$ cat config.mk
export PLATFORM = sky130hd
export DESIGN_NAME = engine_dimm_sieve_configure_request
export DESIGN_NICKNAME = d
export VERILOG_FILES = /design/src/rtl/engine_dimm_sieve_configure_request.sv
export SDC_FILE = /design/constraint.sdc
export NUM_CORES = 1
export LEC_CHECK = 0
export ABC_AREA = 1
export CORE_MARGIN = 4
export CORE_UTILIZATION = 42
export DETAILED_ROUTE_END_ITERATION = 8
export GPL_TIMING_DRIVEN = 0
export HOLD_SLACK_MARGIN = 0.15
export PLACE_DENSITY = 0.77
export SETUP_SLACK_MARGIN = 0.5
export SLEW_MARGIN = 20
export SYNTH_ARGS = -nofsm -noshare
export SYNTH_HDL_FRONTEND = slang
export SYNTH_SLANG_ARGS = --single-unit
export TNS_END_PERCENT = 10
$ cat constraint.sdc
create_clock -name ap_clk -period 4 [get_ports ap_clk]
set_input_delay 0.8 -clock ap_clk [delete_from_list [all_inputs] [get_ports ap_clk]]
set_output_delay 0.8 -clock ap_clk [all_outputs]
set_load 0.005 [all_outputs]
$ cat src/rtl/engine_dimm_sieve_configure_request.sv
// Configuration-window fetch engine: issues one read per word of this engine's
// window, tracks in-flight reads and pulses done when every response is back.
module engine_dimm_sieve_configure_request #(
  parameter int ID_RELATIVE      = 0,
  parameter int ENGINE_SEQ_WIDTH = 16,
  parameter int ENGINE_SEQ_MIN   = ID_RELATIVE * ENGINE_SEQ_WIDTH,
  parameter int WORD_BYTES       = 4,
  parameter int MAX_OUTSTANDING  = 4
) (
  input  logic        ap_clk,
  input  logic        areset_n,
  input  logic        start,
  input  logic [63:0] base_address,
  input  logic [4:0]  num_words,
  output logic        req_valid,
  input  logic        req_ready,
  output logic [63:0] req_address,
  output logic [15:0] req_offset,
  input  logic        rsp_valid,
  input  logic [15:0] rsp_offset,
  output logic        busy,
  output logic        done,
  output logic        error
);

  typedef enum logic [1:0] {IDLE, ISSUE, DRAIN, DONE} state_e;

  localparam logic [4:0]  SEQ_WIDTH_W  = 5'(ENGINE_SEQ_WIDTH);
  localparam logic [15:0] SEQ_MIN_W    = 16'(ENGINE_SEQ_MIN);
  localparam logic [15:0] SEQ_SPAN_W   = 16'(ENGINE_SEQ_WIDTH);
  localparam logic [3:0]  MAX_OUT_W    = 4'(MAX_OUTSTANDING);
  localparam logic [63:0] WORD_BYTES_W = 64'(WORD_BYTES);

  state_e      state_q, state_d;
  logic [4:0]  idx_q, idx_d;
  logic [4:0]  n_q, n_d;
  logic [63:0] base_q, base_d;
  logic [3:0]  out_q, out_d;
  logic [4:0]  rcv_q, rcv_d;
  logic [63:0] req_address_q, req_address_d;
  logic [15:0] req_offset_q, req_offset_d;
  logic        busy_q, busy_d;
  logic        done_q, done_d;
  logic        error_q, error_d;

  logic [4:0]  n_start;
  logic [16:0] rsp_rel;
  logic        rsp_in_window;
  logic        hs;
  logic        accept;
  logic        rsp_hit;
  logic        rsp_count;
  logic        rsp_stray;

  assign n_start = (num_words == 5'd0 || num_words > SEQ_WIDTH_W) ? SEQ_WIDTH_W : num_words;

  // A response below the window borrows into bit 16 of the 17-bit difference.
  assign rsp_rel       = {1'b0, rsp_offset} - {1'b0, SEQ_MIN_W};
  assign rsp_in_window = !rsp_rel[16] && (rsp_rel[15:0] < SEQ_SPAN_W);

  assign req_valid = (state_q == ISSUE) && (idx_q < n_q) && (out_q < MAX_OUT_W);
  assign hs        = req_valid && req_ready;
  assign accept    = (state_q == IDLE) && start;
  assign rsp_hit   = rsp_valid && rsp_in_window;
  assign rsp_count = rsp_hit && ((out_q != 4'd0) || hs);
  assign rsp_stray = rsp_hit && (out_q == 4'd0) && !hs;

  // NOTE: every signal assigned in an always_comb gets a default at the top,
  // so no path through the block can leave it unassigned and infer a latch.
  always_comb begin
    idx_d         = idx_q;
    n_d           = n_q;
    base_d        = base_q;
    out_d         = out_q;
    rcv_d         = rcv_q;
    req_offset_d  = req_offset_q;
    req_address_d = req_address_q;
    error_d       = error_q | rsp_stray;

    if (hs) idx_d = idx_q + 5'd1;

    case ({hs, rsp_count})
      2'b10:   if (out_q != 4'hF) out_d = out_q + 4'd1;
      2'b01:   out_d = out_q - 4'd1;
      default: out_d = out_q;
    endcase

    if (rsp_count && rcv_q != 5'h1F) rcv_d = rcv_q + 5'd1;

    if (accept) begin
      idx_d  = 5'd0;
      n_d    = n_start;
      base_d = base_address;
      out_d  = 4'd0;
      rcv_d  = 5'd0;
    end

    // Request fields only move on a new fetch or a handshake, so they hold while stalled.
    if (accept || hs) begin
      req_offset_d  = SEQ_MIN_W + {11'd0, idx_d};
      req_address_d = base_d + ({48'd0, req_offset_d} * WORD_BYTES_W);
    end
  end

  always_comb begin
    state_d = state_q;
    case (state_q)
      IDLE:    if (start) state_d = ISSUE;
      ISSUE:   if (hs && (idx_q + 5'd1 == n_q)) state_d = DRAIN;
      DRAIN:   if (out_d == 4'd0 && rcv_d == n_q) state_d = DONE;
      DONE:    state_d = IDLE;
      default: state_d = IDLE;
    endcase
  end

  always_comb begin
    busy_d = (state_d != IDLE);
    done_d = (state_d == DONE);
  end

  // NOTE: state is updated only with non-blocking assignments so every flop
  // samples the pre-edge values regardless of block evaluation order.
  always_ff @(posedge ap_clk or negedge areset_n) begin
    if (!areset_n) begin
      state_q       <= IDLE;
      idx_q         <= 5'd0;
      n_q           <= 5'd0;
      base_q        <= 64'd0;
      out_q         <= 4'd0;
      rcv_q         <= 5'd0;
      req_address_q <= 64'd0;
      req_offset_q  <= 16'd0;
      busy_q        <= 1'b0;
      done_q        <= 1'b0;
      error_q       <= 1'b0;
    end else begin
      state_q       <= state_d;
      idx_q         <= idx_d;
      n_q           <= n_d;
      base_q        <= base_d;
      out_q         <= out_d;
      rcv_q         <= rcv_d;
      req_address_q <= req_address_d;
      req_offset_q  <= req_offset_d;
      busy_q        <= busy_d;
      done_q        <= done_d;
      error_q       <= error_d;
    end
  end

  assign req_address = req_address_q;
  assign req_offset  = req_offset_q;
  assign busy        = busy_q;
  assign done        = done_q;
  assign error       = error_q;

endmodule

==> metrics.txt <==
status complete, no violations; Worst-Skew Late Latency 440 ps; power per cell area 273.3 nW/um^2; CTS Hold Buffers Added 0; Wirelength per Cell 18.40 um; critical path launch point type flop; Slew @ Worst Pin 813.5 ps; Synth Area in Simple Gates 0.3372; GR Overflow Total 0; initial antenna violation count 0; antenna viol nets, final 0; drc violations 0; #FFs+latches synth 157; Async SR Flop Fraction 1.000; Via density 5.289; post-synthesis mux area share 0; first-pass GRT wire length 49600 um; final hold violation count 0; max-slew violation count 0; I/O Buffers 158; share of cells above drive strength 1 0.2121; largest family of logic cells by synthesized area simple AND/OR/NAND/NOR gates; RSZ-0062 raised after global routing no; cell area after synthesis 9492 um^2; endpoints failing setup 0; root buf cell clkbuf_16; MaxCap Viol Count 0; Compound-Gate Fraction of Synth Area 0.08753; Hold Path Class input port to async pin; Yosys cell types 46; gp weighted congestion 0.9900; Total Routing Usage GR 0.2566; row cnt 54; core area 22030 um^2; relative slew slack 0.4577; TritonRoute pass-1 iters 8; clk_skew 10.45 ps; antenna diode count 0; CTS max path bufs 2; final hold slack 297.6 ps; Synth Area in Adders 0.02716; largest net degree at the start of global routing 87; H-tree levels 4; number of flops mapped to enable cells by yosys 0; XOR/XNOR Fraction of Synth Area 0.02861; Initial Util 0.4309; setup slack, reg-to-reg 490 ps; syn avg cell area 7.410 um^2; Max rail drop VDD 247.5 uV; Worst-path clk slew 70 ps; crit path time final 3515 ps; Peak Freq 0.2845 GHz; Critical Path End Type flop; TritonCTS Buffers 17; Arrival @ worst endpoint 3860 ps; fill count 1927; fin nets 1635; Synth warnings 0; CTS tree yes; number of global-route vias before repair 9308; Worst EP required 4350 ps; CP Class flop to flop; overall die width 158.3 um; via count 9610; Synth-to-Final Area Change 37.42%; clk sinks 157; num ports 174; Gate Count Post-Synth 1281; die height 158.3 um; Die Area 25070 um^2; period utilisation layout 0.8787; 1st-iter DRT viols 1036; Total Wirelength 33430 um; DPL Wire Length 24370 um; Post-synth top flop dfrtp_1; Worst Path Max Fanout 10; Final Core Density 0.5922; sequential area share after synthesis 0.4139; Lkg Pwr 6.520 nW
[synth_stat cells (26+ instances only)]
cell,number,area (um^2)
dfrtp_1,157,3929
nand2_2,30,187.7
nand2_1,359,1348
nor2_1,127,476.7
nand3_1,86,430.4
xor2_1,26,227.7
inv_1,159,596.8
o21ai_0,37,185.2
nor2_2,30,187.7
nand4_1,27,168.9
inv_2,28,105.1
[placed cells by master, fill, tap and decap left out, drive strengths merged, types with 5 or more instances in the layout]
cell type,count
a31oi,25
nand4,28
xor2,26
clkbuf,31
nor3,14
nor2,165
dfrtp,157
xnor2,5
o21ai,86
inv,187
conb,11
clkinvlp,5
clkdlybuf4s50,156
nand3,88
nand2,391
ha,19
buf,89
clkinv,7
a21oi,18
[worst max-delay path, cell delays in order, from the launching register on]
cell and delay, ps:
dfrtp_1 400, inv_2 100, ha_4 220, nand2_2 80
nand3_4 80, nor2_4 160, nand3_4 160, buf_4 180
buf_4 120, buf_4 140, nand2_8 90, nand2_2 90
ha_4 320, inv_1 80, o21ai_0 100, a21o_1 130
o21ai_0 120, nand2_1 130, nand3_1 120, nor2_2 100
nand2_1 80, nor2_2 130, nand2_1 90, nor3b_2 200
[worst paths after layout]
check / startpoint / to / cells past startpoint
worst min register to register: base_q[0] / base_q[0] / 2
max in group asynchronous: areset_n / idx_q[4] / 2
worst min-delay path: areset_n / req_address[40] / 1
worst max-delay path: n_q[4] / done / 23
worst max register to register: n_q[4] / done / 23
min in group ap_clk: base_q[0] / base_q[0] / 2
[per-layer routing]
layer,vias up,routed length [um],part of all wire,GRT usage
li1,4514,-,-,-
met4,0,935,0.028,0.07880
met2,500,15910,0.48,0.4222
met5,-,0,0,0
met1,4518,13570,0.41,0.3435
met3,78,3010,0.090,0.05164
[flip-flops by register name, summed over array words and instances, names as in the netlist]
signal and cells:
base_q 64, req_address 64, idx_q 5, n_q 5, rcv_q 5, req_offset 5, out_q 4, state_q 2
busy 1, done 1, error 1
[cells by family (layout without fill, tap and decap cells)]
| kind of cell | Yosys count | in the layout |
|---|---|---|
| other | 1 | 11 |
| buffers and inverters | 231 | 477 |
| adders and majority gates | 20 | 20 |
| AOI/OAI and AO/OA | 136 | 136 |
| and+or+nand+nor | 705 | 705 |
| xor gates and xnor gates | 31 | 31 |
| DFF | 157 | 157 |
[cell type report]
cell class	count	area [um^2]	area share
Multi-Input combinational cell	903	5016	0.3846
Sequential cell	157	3933	0.3015
Timing Repair Buffer	215	2049	0.1571
Inverter	188	720.7	0.05525
Clock buffer	18	439.2	0.03367
Buffer	43	394.1	0.03022
Tap cell	280	350.3	0.02686
Clock inverter	13	141.4	0.01084
[metrics by stage]
step | setup TNS (ps) | power (mW) | cell area (um^2) | instances | setup slack, ps
3_3_place_gp | -720420 | 1.913 | 11510 | 1729 | -4315
2_1_floorplan | 0 | 1.755 | 9582 | 1291 | 509.5
3_5_place_dp | -48760 | 1.918 | 11550 | 1730 | -1315
5_1_grt | 0 | 3.670 | 13040 | 1817 | 313.4
4_1_cts | 0 | 3.544 | 12490 | 1781 | 467.9
6_report | 0 | 3.565 | 13040 | 1817 | 485.3
[report_power, final]
part | internal [mW] | switching (mW) | total (mW) | leakage [nW]
clock | 0.935 | 0.709 | 1.64 | 0.279
sequential | 1.60 | 0.00697 | 1.61 | 1.85
combinational | 0.142 | 0.168 | 0.311 | 4.39
total | 2.68 | 0.884 | 3.57 | 6.52
[repair_timing]
item / 4_1_cts / 5_1_grt
endpoints found under the setup margin: 60 / 43
resized for setup: 55 / 66
pin swaps: 11 / 41
setup buffers: 20 / 36
endpoints found under the hold margin: 0 / 0
Note: power is estimated with default switching activity, not from simulation.
